<file path="src/rtl/lane_arb_pkg.sv">
// Shared definitions for the lane round-robin arbiter.
//
// Contents:
//   DEF_NUM_LANES : default number of lane FIFOs served
//   DEF_DATA_W    : default FIFO word width
//   CNT_W         : width of each per-lane accepted-word counter
//   arb_state_t   : arbiter FSM state encoding
package lane_arb_pkg;

    localparam int DEF_NUM_LANES = 4;
    localparam int DEF_DATA_W    = 8;
    localparam int CNT_W         = 16;

    typedef enum logic [1:0] {
        ARB_IDLE = 2'd0,  // waiting for an active link and a non-empty lane
        ARB_POP  = 2'd1,  // lane chosen, confirm it is still non-empty
        ARB_WAIT = 2'd2,  // pop strobe out, capture the word being read
        ARB_HOLD = 2'd3   // word presented, waiting for the downstream handshake
    } arb_state_t;

endpackage

</file>
<file path="src/rtl/lane_rr_arbiter_rr_pick.sv">
// Combinational round-robin picker.
//
// Chooses, among the requesting lanes, the one that comes first when
// counting upward from last+1 with wrap-around; the lane equal to last has
// the lowest priority.
//
// Ports:
//   req     in   NUM_LANES  request vector (1 = lane has data)
//   last    in   LANE_W     most recently served lane
//   grant   out  LANE_W     chosen lane (0 when nothing requests)
//   any_req out  1          at least one lane requests
module rr_pick #(
    parameter  int NUM_LANES = 4,
    localparam int LANE_W    = $clog2(NUM_LANES)
) (
    input  logic [NUM_LANES-1:0] req,
    input  logic [LANE_W-1:0]    last,
    output logic [LANE_W-1:0]    grant,
    output logic                 any_req
);

    logic              found;
    logic [LANE_W-1:0] idx;

    // NOTE: every variable written here gets a default first so no path
    // leaves it unassigned, which would otherwise infer a latch.
    always_comb begin
        grant = '0;
        found = 1'b0;
        idx   = '0;
        // NUM_LANES is a power of two, so the LANE_W-bit add wraps for free;
        // the final iteration (k == NUM_LANES) lands back on last itself.
        for (int k = 1; k <= NUM_LANES; k++) begin
            idx = last + LANE_W'(k);
            if (!found && req[idx]) begin
                grant = idx;
                found = 1'b1;
            end
        end
    end

    assign any_req = |req;

endmodule

</file>
<file path="src/rtl/lane_rr_arbiter.sv">
// Round-robin arbiter draining the per-lane receive byte FIFOs into a single
// byte stream. One word is in flight at a time; a lane is re-checked for
// data right before its pop so a FIFO is never underflowed.
//
// Optional feature macro: LANE_ARB_STATS_EN adds the grant_cnt port with
// saturating per-lane accepted-word counters.
//
// Ports:
//   clk          in   1                  clock, rising edge
//   reset        in   1                  asynchronous, active-high reset
//   active       in   1                  link active; 0 blocks new grants
//   fifo_empty   in   NUM_LANES          per-lane empty flags
//   fifo_rd_data in   NUM_LANES*DATA_W   per-lane read data, lane i at [i*DATA_W +: DATA_W]
//   fifo_pop     out  NUM_LANES          one-hot registered read strobe
//   out_data     out  DATA_W             granted word
//   out_lane     out  LANE_W             lane the word came from
//   out_valid    out  1                  out_data/out_lane valid
//   out_ready    in   1                  downstream accepts when out_valid & out_ready
//   grant_cnt    out  NUM_LANES*CNT_W    per-lane accepted-word counters (LANE_ARB_STATS_EN only)
module lane_rr_arbiter
    import lane_arb_pkg::*;
#(
    parameter  int NUM_LANES = DEF_NUM_LANES,
    parameter  int DATA_W    = DEF_DATA_W,
    localparam int LANE_W    = $clog2(NUM_LANES)
) (
    input  logic                        clk,
    input  logic                        reset,
    input  logic                        active,
    input  logic [NUM_LANES-1:0]        fifo_empty,
    input  logic [NUM_LANES*DATA_W-1:0] fifo_rd_data,
    output logic [NUM_LANES-1:0]        fifo_pop,
    output logic [DATA_W-1:0]           out_data,
    output logic [LANE_W-1:0]           out_lane,
    output logic                        out_valid,
    input  logic                        out_ready
`ifdef LANE_ARB_STATS_EN
    ,
    output logic [NUM_LANES*CNT_W-1:0]  grant_cnt
`endif
);

    arb_state_t            state, state_d;
    logic [LANE_W-1:0]     sel, sel_d;
    logic [LANE_W-1:0]     last, last_d;
    logic [NUM_LANES-1:0]  pop_d;
    logic [DATA_W-1:0]     data_d;
    logic [LANE_W-1:0]     lane_d;
    logic                  valid_d;

    logic [LANE_W-1:0]     pick_base;
    logic [LANE_W-1:0]     pick_lane;
    logic                  pick_any;

    // One picker serves both decision points: from IDLE the rotation starts
    // after the last served lane, from HOLD it starts after the lane being
    // retired (which becomes last on that same edge).
    assign pick_base = (state == ARB_HOLD) ? sel : last;

    rr_pick #(
        .NUM_LANES (NUM_LANES)
    ) u_pick (
        .req     (~fifo_empty),
        .last    (pick_base),
        .grant   (pick_lane),
        .any_req (pick_any)
    );

    always_comb begin
        state_d = state;
        sel_d   = sel;
        last_d  = last;
        pop_d   = '0;
        data_d  = out_data;
        lane_d  = out_lane;
        valid_d = out_valid;

        unique case (state)
            ARB_IDLE: begin
                if (active && pick_any) begin
                    sel_d   = pick_lane;
                    state_d = ARB_POP;
                end
            end

            ARB_POP: begin
                // The lane may have drained since it was chosen; back off
                // rather than pop an empty FIFO.
                if (!fifo_empty[sel]) begin
                    pop_d[sel] = 1'b1;
                    state_d    = ARB_WAIT;
                end else begin
                    state_d = ARB_IDLE;
                end
            end

            ARB_WAIT: begin
                data_d  = fifo_rd_data[sel*DATA_W +: DATA_W];
                lane_d  = sel;
                valid_d = 1'b1;
                state_d = ARB_HOLD;
            end

            ARB_HOLD: begin
                if (out_ready) begin
                    valid_d = 1'b0;
                    last_d  = sel;
                    if (active && pick_any) begin
                        sel_d   = pick_lane;
                        state_d = ARB_POP;
                    end else begin
                        state_d = ARB_IDLE;
                    end
                end
            end

            default: state_d = ARB_IDLE;
        endcase
    end

    // NOTE: state registers use non-blocking assignments so every flop
    // samples the pre-edge values regardless of statement order.
    always_ff @(posedge clk or posedge reset) begin
        if (reset) begin
            state     <= ARB_IDLE;
            sel       <= '0;
            last      <= LANE_W'(NUM_LANES - 1);
            fifo_pop  <= '0;
            out_data  <= '0;
            out_lane  <= '0;
            out_valid <= 1'b0;
        end else begin
            state     <= state_d;
            sel       <= sel_d;
            last      <= last_d;
            fifo_pop  <= pop_d;
            out_data  <= data_d;
            out_lane  <= lane_d;
            out_valid <= valid_d;
        end
    end

`ifdef LANE_ARB_STATS_EN
    logic [CNT_W-1:0] cnt_q [NUM_LANES];

    // NOTE: this small array is built from flops, not a RAM macro, so it is
    // cleared by reset like any other state; RAM-backed storage would not be.
    always_ff @(posedge clk or posedge reset) begin
        if (reset) begin
            for (int i = 0; i < NUM_LANES; i++) begin
                cnt_q[i] <= '0;
            end
        end else if (out_valid && out_ready && (cnt_q[out_lane] != '1)) begin
            cnt_q[out_lane] <= cnt_q[out_lane] + CNT_W'(1);
        end
    end

    for (genvar i = 0; i < NUM_LANES; i++) begin : g_cnt
        assign grant_cnt[i*CNT_W +: CNT_W] = cnt_q[i];
    end
`endif

endmodule

</file>
<file path="config.mk">
export PLATFORM = sky130hd
export DESIGN_NAME = lane_rr_arbiter
export DESIGN_NICKNAME = d
export VERILOG_FILES = /design/src/rtl/lane_arb_pkg.sv /design/src/rtl/lane_rr_arbiter_rr_pick.sv /design/src/rtl/lane_rr_arbiter.sv
export SDC_FILE = /design/constraint.sdc
export NUM_CORES = 1
export LEC_CHECK = 0
export BUFFER_PORTS_ARGS = -buffer_cell sky130_fd_sc_hd__buf_2
export CAP_MARGIN = 30
export CELL_PAD_IN_SITES_DETAIL_PLACEMENT = 1
export CELL_PAD_IN_SITES_GLOBAL_PLACEMENT = 1
export CORE_UTILIZATION = 26
export DETAILED_ROUTE_END_ITERATION = 6
export PLACE_DENSITY_LB_ADDON = 0.1
export SLEW_MARGIN = 20
export SYNTH_ARGS = -nofsm -noshare
export SYNTH_HDL_FRONTEND = slang
export SYNTH_HIERARCHICAL = 1
export SYNTH_SLANG_ARGS = --single-unit
export TNS_END_PERCENT = 100
</file>
<file path="constraint.sdc">
create_clock -name clk -period 2.3 [get_ports clk]
set_input_delay 0.69 -clock clk [delete_from_list [all_inputs] [get_ports clk]]
set_output_delay 0.69 -clock clk [all_outputs]
set_load 0.02 [all_outputs]
</file>
# Word level (Yosys, flattened, before mapping)
# Cells that the tools add are included.
# word_totals
ff_bits	21
in_bits	40
output_inout_bits	15
# op_classes
addsub	3
n_lt_le_gt_ge	6
eq_ne	5
shift	1
mux	32
bitwise_logic	1
n_reduce_logical	16
# op_table
operator	n
$shiftx 32x6->8	1
$mux 2	10
$lt 2x3->1 const B	5
$mux 1	11
$bmux 1 s2	5
$mux 4	2
$pmux 2 s4	1
$reduce_and 2->1	4
$logic_and 1x1->1	5
$add 2x2->2 const B	2
$eq 2x2->1 const B	2
$ne 2x2->1 const B	2
$not 4->4	1
$pmux 2 s2	1
$reduce_bool 2->1	2
$reduce_or 4->1	1
$logic_not 1->1	3
$add 2x1->2 const B	1
$demux 1 s2	1
$eq 2x1->1 const B	1
$ge 2x1->1 const B	1
$logic_not 2->1	1
$pmux 1 s2	1

# Logic depth before layout (Yosys ltp)
# Gate-level depths: netlist (run 1).
# logic_depth
depth_word	18
ltp_mapped	9

# Hierarchy
# Netlist (run 1), hierarchy kept.
# modules_own_cells
module	n_inst	cells_each	area_per_inst_um2	seq_area_each_um2
lane_rr_arbiter	1	83	1123.6	528.0
rr_pick	1	14	81.3	0.0

# Worst setup path after synthesis (run 1)
# Ideal clock, no wire load.
# synth_timing
kind	register -> register
startpoint	reg sel[1]
endpoint	reg sel[1]
arrival_ns	1.761
t_required_ns	2.174
path_slack_ns	0.413
path_stages_with_launch	9
n_path_buf	1
period_less_slack_ns	1.887
cell_sequence	dfrtp_1 > buf_2 > inv_1 > o21ai_0 > a21oi_1 > a31oi_1 > a21oi_1 > a211o_1 > o311a_1
# synth_between
elab_chain_cells	17
word_cells_on_any_way	28
cone_classes	3 x add/sub; 19 x mux; 6 x reduce/logical
# synth_rtl
item	line	text
start, declared	lane_rr_arbiter.sv:44	logic [LANE_W-1:0] sel, sel_d;
start signal, assigned	lane_rr_arbiter.sv:134	sel <= sel_d;
$mux 2 *	lane_rr_arbiter.sv:58	assign pick_base = (state == ARB_HOLD) ? sel : last;
net pick_base[1]	lane_rr_arbiter.sv:51	logic [LANE_W-1:0] pick_base;
$add 2x1->2	lane_rr_arbiter_rr_pick.sv:34	idx = last + LANE_W'(k);
$bmux 1 s2	lane_rr_arbiter_rr_pick.sv:35	if (!found && req[idx]) begin
$mux 1 (not written as such)	lane_rr_arbiter_rr_pick.sv:35	
$mux 1	lane_rr_arbiter_rr_pick.sv:35	
$logic_not 1->1	lane_rr_arbiter_rr_pick.sv:35	
$logic_and 1x1->1	lane_rr_arbiter_rr_pick.sv:35	
[3 not listed]	--	
$mux 1	lane_rr_arbiter_rr_pick.sv:35	
$logic_not 1->1	lane_rr_arbiter_rr_pick.sv:35	
$logic_and 1x1->1	lane_rr_arbiter_rr_pick.sv:35	
$mux 2 *	lane_rr_arbiter_rr_pick.sv:35	
net pick_lane[1]	lane_rr_arbiter.sv:52	logic [LANE_W-1:0] pick_lane;
$mux 2 *	lane_rr_arbiter.sv:80, lane_rr_arbiter.sv:108	
$mux 2	lane_rr_arbiter.sv:105	if (out_ready) begin
$pmux 2 s2 *	lane_rr_arbiter.sv:78	unique case (state)
# Mark *: on every way through the listed nets, which the timed path passes. The rest lies on a longest branch. The select of a mux whose other input is x is not followed.
# A chain may end at the register's enable or synchronous reset.

# Worst setup path after layout (run 1)
# layout_timing
startpoint	reg sel[0]
endpoint	reg out_data[4]
# layout_between
elab_chain_cells	1
# layout_rtl
item	line	text
$shiftx 32x6->8	lane_rr_arbiter.sv:98	data_d = fifo_rd_data[sel*DATA_W +: DATA_W];
end signal, assigned	lane_rr_arbiter.sv:137	out_data <= data_d;
end, declared	lane_rr_arbiter.sv:33	output logic [DATA_W-1:0] out_data,
# Every way passes these cells.

==> impl_metrics.json, run 1 <==
{
  "peakVddDrop_v": 0.000310,
  "tightest_slew_ns": 0.674,
  "area_delta_synth_final_pct": 30.0,
  "cts_hold_buf": 0,
  "dp_hpwl_um": 2410,
  "dieHeight_um": 70.1,
  "cts_resized": 0,
  "cts.sinks": 21,
  "finalSetupTns_ns": 0,
  "status": "completed",
  "slew_headroom_pct": 55.0,
  "p_per_area_nw_per_um2": 1230,
  "first_iter_violations": 18,
  "criticalPathCategory": "flop to flop",
  "grt_util_all_layers_pct": 13.5,
  "path_max_fanout": 16,
  "routedWlPerCell_um": 15.1,
  "p_leak_nw": 0.766,
  "power_w": 0.00193,
  "finClkSkew_ns": 0.00279,
  "finalNetCount": 194,
  "yosysWarnings": 6,
  "hold_viol_final": 0,
  "synthArstFlopShare_pct": 100,
  "die_area_um2": 4910,
  "dpl_cell_area_um2": 1520,
  "grt_overflow": 0,
  "layout_common_cells": "54 x buf_2, 19 x dfrtp_1, 13 x mux2_2",
  "yosys.area.top_type_share_pct": 39.5,
  "synth_area_um2": 1200,
  "critPathCaptureType": "flop",
  "fin_crit_sh_pct": 78.7,
  "min_period_ns": 1.81,
  "netlist_top_cells_area": "dfrtp_1 39%, mux4_1 15%, mux2_2 12%",
  "synth_largest_area_cell": "dfrtp_1",
  "synth_cell_types": 26,
  "fin_area_um2": 1570,
  "cts.htree.levels": 1,
  "synthFlopType": "dfrtp_1",
  "reg2regPathDepth": 2,
  "firstDrtPassIters": 4,
  "slew_violations": 0,
  "drt_drc_violations_left": 0,
  "cts_tree": "done",
  "grt_pass1_vias": 1119,
  "fmax_mhz": 552,
  "required_ns": 2.44,
  "rsz0062_at_grt": "no",
  "cts_made_buffers": 3,
  "drtAntennaViolNets": 0,
  "yosysSeqAreaShare_pct": 43.8,
  "endpoint": "out_data[4]$_DFFE_PP0P_",
  "grt_max_degree": 22,
  "vias": 993,
  "antenna_found_initial": 0,
  "avgSynthCellArea_um2": 12.4,
  "clock-root-buffer": "clkbuf_8",
  "critPathArrivalTime_ns": 1.95,
  "fill_cells": 522,
  "drive_above_1_share_pct": 51.6,
  "grt_pass1_wl_um": 5240,
  "post_cts_buffers": 0,
  "post-route-util_pct": 35.5,
  "viasPerCell": 4.84,
  "crit_start": "sel[0]$_DFFE_PP0P_",
  "rr_endpoint": "out_data[4]$_DFFE_PP0P_",
  "place_congestion": 0.755,
  "regToRegSetupSlack_ns": 0.49,
  "clockBufferDepth": 2,
  "syn-num-nets": 137,
  "layout_commonest_cell": "buf_2",
  "maxCapViolations": 0,
  "clock_latency_ns": 0.25,
  "synth-seq-cells": 21,
  "core_um2": 4410,
  "critPathLaunchType": "flop",
  "hold_class": "primary input to async pin",
  "initial_utilization_pct": 27.3,
  "rows": 24,
  "synthCells": 97,
  "setup_violations": 0,
  "clkTransAtPathRegs_ns": 0.07,
  "r2r_start": "sel[0]$_DFFE_PP0P_",
  "diodes": 0,
  "synth-edff-count": 0,
  "port_buffers": 54,
  "die_w_um": 70.1,
  "io_pins": 55,
  "drt-total-wl_um": 3100
}
==> layout make-up <==
cell class              count  area, um2  area share (%)
well taps                  52       65.1            4.15
repair buffers             57        293            18.7
inverters                   8       30.0            1.92
flip-flops and latches     21        528            33.7
clock buffers               4       45.0            2.88
multi-input cells          63        606            38.7
==> critical path, stage by stage, from the launching register on <==
cell and delay (ns):
dfrtp_1 0.78, mux4_1 0.65, mux2_2 0.27
==> cell usage after synthesis, types with 3 or more instances <==
cell / count
a21oi_1: 5
dfrtp_1: 19
mux2_2: 13
inv_1: 8
buf_2: 3
mux4_1: 7
o21ai_0: 3
nand2_1: 12
==> metal layers <==
| layer | part of all wire, % | vias up | global-route usage, % |
|---|---|---|---|
| met1 | 40 | 486 | 15.4 |
| met5 | 0 | - | 0 |
| met4 | 0.94 | 0 | 4.67 |
| met2 | 53 | 31 | 25.4 |
| met3 | 5.4 | 2 | 2.02 |
| li1 | - | 474 | - |
==> through the flow <==
step	hold slack, ns	instances	setup WS (ns)
6_report	0.470	205	0.490
5_1_grt	0.480	205	0.339
4_1_cts	0.469	205	0.458
3_5_place_dp	0.469	201	0.470
3_3_place_gp	0.454	201	0.471
2_1_floorplan	0.460	97	0.413
==> power breakdown <==
| group | switching (W) | internal [W] | leakage (nW) | total [W] |
|---|---|---|---|---|
| clock network | 0.000113 | 0.000123 | 0.0228 | 0.000236 |
| logic | 0.000497 | 0.000504 | 0.492 | 0.00100 |
| registers | 0.000146 | 0.000546 | 0.252 | 0.000692 |
| total | 0.000756 | 0.00117 | 0.766 | 0.00193 |
==> state kept, by name (all words and copies together) (netlist names), named ones only <==
| name | flops |
|---|---|
| out_lane | 2 |
| last | 2 |
| out_data | 8 |
| fifo_pop | 4 |
| out_valid | 1 |
| state | 1 |
| sel | 2 |
==> worst min path at each step <==
| stage | end | slack (ns) | depth (start not counted) |
|---|---|---|---|
| floorplan | last[1]$_DFFE_PP1P_ | 0.46 | 2 |
| global placement | out_valid$_DFFE_PP0P_ | 0.45 | 2 |
| detailed placement | out_valid$_DFFE_PP0P_ | 0.47 | 2 |
| CTS | out_data[6]$_DFFE_PP0P_ | 0.47 | 3 |
| global route | out_data[6]$_DFFE_PP0P_ | 0.48 | 3 |
| finish | async pin | 0.47 | 3 |
==> logic make-up (layout without fill, tap and decap cells) <==
family,count (synthesis),in the layout,synth area share (%)
AND/OR/NAND/NOR,24,24,9.14
multiplexers,23,23,32.0
flip-flops,21,21,43.8
AO/OA/AOI/OAI,16,16,9.14
buffers and inverters,13,69,5.92
Power figures use the tool's default switching activity.
==> inputs of run 2 (changes only) <==
==> constraint.sdc (replaced) <==
create_clock -name clk -period 1.7 [get_ports clk]
set_input_delay 0.51 -clock clk [delete_from_list [all_inputs] [get_ports clk]]
set_output_delay 0.51 -clock clk [all_outputs]
set_load 0.02 [all_outputs]
==> run 2 against run 1 <==
Sequential power is 22% higher. Routed wire length is 6.7% higher. Power rose by 45%. Via count grew 3.2%.
==> impl_metrics.json, run 2 (same netlist as run 1, synthesis figures left out) <==
{
  "required_ns": 1.85,
  "hold_viol_final": 0,
  "maxCapViolations": 0,
  "critPathCaptureType": "flop",
  "setup_violations": 0,
  "slowest_stage": "dfrtp_1",
  "initial_utilization_pct": 27.3,
  "r2r_start": "sel[1]$_DFFE_PP0P_",
  "crit_family": "compound AO/OA/AOI/OAI gates",
  "crit_chain": "inv_1 > o21ai_2 > a21oi_1 > a31oi_1 > a21oi_1 > a211o_1 > o311a_1",
  "path_max_fanout": 6,
  "path_buf_inv": 1,
  "p_per_area_nw_per_um2": 1720,
  "routedWlPerCell_um": 15.8,
  "p_leak_nw": 0.796,
  "fmax_mhz": 617,
  "layout_common_cells": "54 x buf_2, 19 x dfrtp_1, 13 x mux2_2",
  "fin_ws_ns": 0.0800,
  "dieHeight_um": 70.1,
  "diodes": 0,
  "antenna_found_initial": 0,
  "largest_register_ffs": 8,
  "clockBufferDepth": 2,
  "dp_slack_ns": 0.0887,
  "cts_resized": 0,
  "pwr-share-comb_pct": 58.2,
  "cp_slowest_stage_delay_ns": 0.35,
  "hold_class": "primary input to async pin",
  "rows": 24,
  "clock_latency_ns": 0.25,
  "cts_hold_buf": 0,
  "post_cts_buffers": 0,
  "viasPerCell": 4.90,
  "port_buffers": 54,
  "tightest_slew_ns": 0.357,
  "drt-total-wl_um": 3300,
  "slew_headroom_pct": 76.2,
  "regToRegSetupSlack_ns": 0.08,
  "cts.htree.levels": 1,
  "reg2regPathDepth": 7,
  "finalNetCount": 198,
  "internal_power_w": 0.00168,
  "switchingPower_w": 0.00111,
  "vias": 1025,
  "die_area_um2": 4910,
  "criticalPathCategory": "flop to flop",
  "cts_made_buffers": 3,
  "layout_commonest_cell": "buf_2",
  "rr_endpoint": "sel[1]$_DFFE_PP0P_",
  "clkTransAtPathRegs_ns": 0.08,
  "rsz0062_at_grt": "no",
  "first_iter_violations": 22,
  "reg.largest.list": "out_data (8), fifo_pop (4)",
  "slew_violations": 0,
  "critPathLaunchType": "flop",
  "dp_hpwl_um": 2630,
  "cpMostUsedCell": "a21oi_1",
  "critPathArrivalTime_ns": 1.77,
  "drive_above_1_share_pct": 53.5,
  "grt_pass1_vias": 1148,
  "clockPowerShare_pct": 11.5,
  "fin_crit_sh_pct": 95.3,
  "finClkSkew_ns": 0.00562,
  "drt_drc_violations_left": 0,
  "place_congestion": 0.788,
  "grt_util_all_layers_pct": 14.9,
  "grt_pass1_wl_um": 5700,
  "p_sw_share_pct": 39.6,
  "die_w_um": 70.1,
  "regMostFlops": "out_data",
  "cts_tree": "done",
  "grt_overflow": 0,
  "min_period_ns": 1.62,
  "peakVddDrop_v": 0.000404,
  "core_um2": 4410,
  "drtAntennaViolNets": 0,
  "area_delta_synth_final_pct": 34.9,
  "clock-root-buffer": "clkbuf_8",
  "grt_max_degree": 16,
  "cts.sinks": 21,
  "firstDrtPassIters": 3,
  "p_seq_share_pct": 30.3,
  "io_pins": 55,
  "status": "completed",
  "finalSetupTns_ns": 0
}
run 2: worst register-to-register path: stages, from the launching register on:
cell,delay (ns)
dfrtp_1,0.35
inv_1,0.11
o21ai_2,0.31
a21oi_1,0.12
a31oi_1,0.17
a21oi_1,0.10
a211o_1,0.25
o311a_1,0.11
run 2: layout make-up:
| cell class | count | area [um2] |
|---|---|---|
| fill | 518 | 2790 |
| multi-input combinational | 63 | 609 |
| sequential | 21 | 528 |
| timing repair buffer | 61 | 348 |
| tap | 52 | 65.1 |
| clock buffer | 4 | 45.0 |
| inverter | 8 | 30.0 |
run 2: power groups by stage:
stage                     Clock, W  Sequential [W]  Combinational [W]
after global routing      0.000354        0.000876            0.00176
after global placement           0        0.000848            0.00160
after floorplan                  0         0.00104           0.000944
after CTS                 0.000335        0.000849            0.00166
final                     0.000320        0.000846            0.00163
after detailed placement         0        0.000856            0.00165
run 2: per-layer routing:
layer / wire length [um] / track usage (%) / vias up / share of wire (%)
li1: - / - / 480 / -
met1: 1440 / 18.3 / 515 / 44
met2: 1680 / 26.7 / 28 / 51
met3: 156 / 2.60 / 2 / 4.7
met4: 22 / 4.00 / 0 / 0.67
met5: 0 / 0 / - / 0
run 2: per-stage QoR:
step / utilization (%) / area, um2 / power, W / std cells / hold WS, ns
4_1_cts: 36.8 / 1630 / 0.00284 / 209 / 0.212
5_1_grt: 36.8 / 1630 / 0.00299 / 209 / 0.229
6_report: 36.8 / 1630 / 0.00279 / 209 / 0.206
2_1_floorplan: - / 1210 / 0.00199 / 97 / 0.460
3_3_place_gp: 35.8 / 1580 / 0.00245 / 205 / 0.458
3_5_place_dp: 35.8 / 1580 / 0.00251 / 205 / 0.469
run 2: how the worst max path moves through the flow:
| stage | start | endpoint | slack, ns | cells after the start |
|---|---|---|---|---|
| final | sel[1]$_DFFE_PP0P_ | sel[1]$_DFFE_PP0P_ | 0.08 | 7 |
| after global routing | sel[1]$_DFFE_PP0P_ | sel[1]$_DFFE_PP0P_ | 0.02 | 7 |
| after CTS | sel[1]$_DFFE_PP0P_ | sel[1]$_DFFE_PP0P_ | 0.11 | 7 |
| after detailed placement | fifo_empty[3] | sel[0]$_DFFE_PP0P_ | 0.09 | 7 |
| after global placement | fifo_empty[3] | sel[0]$_DFFE_PP0P_ | 0.16 | 7 |
| after floorplan | sel[1]$_DFFE_PP0P_ | sel[1]$_DFFE_PP0P_ | 0.04 | 8 |
==> inputs of run 3 (changes only) <==
--- a/config.mk
+++ b/config.mk
@@ -12,6 +12,7 @@
 export CORE_UTILIZATION = 26
 export DETAILED_ROUTE_END_ITERATION = 6
 export PLACE_DENSITY_LB_ADDON = 0.1
+export REMOVE_ABC_BUFFERS = 1
 export SLEW_MARGIN = 20
 export SYNTH_ARGS = -nofsm -noshare
 export SYNTH_HDL_FRONTEND = slang
==> run 3 against run 2 <==
Via count barely moved. Sequential share of layout area fell by 0.27 points. Combinational power barely moved. Clock-buffer cell count fell by 1. Non-clock buffer count rose by 2. Final area rose by 0.85%. Highest routed layer unchanged.
==> impl_metrics.json, run 3 (same netlist as run 1, synthesis figures left out) <==
{
  "status": "completed",
  "finalSetupTns_ns": 0,
  "fmax_mhz": 618,
  "grt_pass1_wl_um": 5240,
  "drt-total-wl_um": 3100,
  "grt_pass1_vias": 1082,
  "grt_max_degree": 17,
  "slew_violations": 0,
  "cts.htree.levels": 1,
  "clockBufferDepth": 2,
  "clock-root-buffer": "clkbuf_8",
  "first_iter_violations": 21,
  "finalNonFillerCells": 211,
  "largest_register_ffs": 8,
  "dieHeight_um": 70.1,
  "drtAntennaViolNets": 0,
  "layout_commonest_cell": "buf_2",
  "tightest_slew_ns": 0.237,
  "critPathCaptureType": "flop",
  "maxCapViolations": 0,
  "firstDrtPassIters": 3,
  "fin_crit_sh_pct": 95.2,
  "switchingPower_w": 0.00111,
  "p_per_area_nw_per_um2": 1710,
  "path_max_fanout": 6,
  "antenna_found_initial": 0,
  "pwr-share-comb_pct": 58.0,
  "required_ns": 1.85,
  "place_congestion": 0.773,
  "setup_violations": 0,
  "reg.largest.list": "out_data (8), fifo_pop (4)",
  "grt_overflow": 0,
  "initial_utilization_pct": 27.3,
  "cts_hold_buf": 0,
  "finalNetCount": 200,
  "dpl.cell_count": 207,
  "clockPowerShare_pct": 11.9,
  "cts_made_buffers": 3,
  "p_sw_share_pct": 39.4,
  "slew_headroom_pct": 84.1,
  "viasPerCell": 4.85,
  "io_pins": 55,
  "p_seq_share_pct": 30.1,
  "power_w": 0.00281,
  "internal_power_w": 0.00170,
  "regMostFlops": "out_data",
  "area_delta_synth_final_pct": 36.0,
  "port_buffers": 54,
  "critPathArrivalTime_ns": 1.77,
  "core_um2": 4410,
  "min_period_ns": 1.62,
  "fill_cells": 504,
  "drive_above_1_share_pct": 55.3,
  "hold_class": "primary input to async pin",
  "rows": 24,
  "post_cts_buffers": 0,
  "layout_common_cells": "54 x buf_2, 19 x dfrtp_1, 13 x mux2_2",
  "dp_hpwl_um": 2440,
  "post-route-util_pct": 37.1,
  "die_area_um2": 4910,
  "grt_util_all_layers_pct": 13.5,
  "critPathLaunchType": "flop",
  "die_w_um": 70.1,
  "drt_drc_violations_left": 0,
  "vias": 1024,
  "peakVddDrop_v": 0.000648,
  "criticalPathCategory": "flop to flop",
  "p_leak_nw": 0.804,
  "clock_latency_ns": 0.26,
  "cts.sinks": 21,
  "diodes": 0,
  "clkTransAtPathRegs_ns": 0.08,
  "hold_viol_final": 0,
  "routedWlPerCell_um": 14.7,
  "cts_tree": "done",
  "finClkSkew_ns": 0.00213
}
-- run 3: cell types whose count changed in the layout (fill, tap and decap cells not counted) --
cell / previous run / this run
o21ai_4: 0 / 1
clkinv_2: 0 / 1
buf_12: 2 / 1
buf_4: 5 / 8
nand2_2: 0 / 1
o21ai_2: 1 / 0
nand2_1: 12 / 11
clkbuf_1: 1 / 0
-- run 3: power by group through the flow --
stage                     Sequential (W)  Clock (W)  Combinational, W
final                           0.000845   0.000334           0.00163
after global routing            0.000877   0.000372           0.00178
after CTS                       0.000844   0.000349           0.00164
after detailed placement        0.000852          0           0.00162
after global placement          0.000845          0           0.00159
after floorplan                  0.00113          0          0.000745
-- run 3: what timing repair did --
item | in CTS | in global routing
endpoints found under the setup margin | 2 | 1
pin swaps | 0 | 1
resized for setup | 2 | 2
-- run 3: cell type report --
cell class	count	area [um2]	area share (%)
Sequential cell	21	528	32.2
Clock inverter	1	5.00	0.305
Tap cell	52	65.1	3.97
Timing Repair Buffer	63	350	21.4
Multi-Input combinational cell	63	619	37.8
Clock buffer	3	41.3	2.52
Inverter	8	30.0	1.83
-- run 3: path summary, 6_finish.rpt --
| path | slack (ns) | from | end | cells after the start |
|---|---|---|---|---|
| max | 0.08 | flop | sel[1]$_DFFE_PP0P_ | 9 |
| min | 0.22 | reset | fifo_pop[2]$_DFF_PP0_ | 3 |
| max reg2reg | 0.08 | flop | sel[1]$_DFFE_PP0P_ | 9 |
| min reg2reg | 0.49 | out_valid$_DFFE_PP0P_ | out_valid$_DFFE_PP0P_ | 2 |
| max in group asynchronous | 1.21 | reset | last[0]$_DFFE_PP1P_ | 3 |
| min in group clk | 0.43 | fifo_empty[2] | fifo_pop[2]$_DFF_PP0_ | 2 |
-- run 3: stage by stage --
stage / hold slack, ns / setup slack [ns] / area, um2
after global placement: 0.475 / -0.0134 / 1580
after CTS: 0.220 / 0.0780 / 1630
after global routing: 0.226 / -0.0125 / 1640
after detailed placement: 0.481 / -0.118 / 1580
final: 0.221 / 0.0812 / 1640
after floorplan: 0.460 / -0.187 / 1160
-- run 3: critical path, cell delays in order, from the launching register on --
cell and delay, ns:
dfrtp_1 0.41, nand2_2 0.10, buf_4 0.12, nand2_1 0.09, o21ai_4 0.11, a21oi_1 0.11, a31oi_1 0.16, a21oi_1 0.09
a211o_1 0.23, o311a_1 0.10
-- run 3: layer usage --
| metal | track usage (%) | part of all wire (%) | up-vias |
|---|---|---|---|
| li1 | - | - | 487 |
| met1 | 18.0 | 46 | 506 |
| met2 | 23.3 | 50 | 29 |
| met3 | 1.73 | 4.2 | 2 |
| met4 | 3.33 | 0.26 | 0 |
| met5 | 0 | 0 | - |
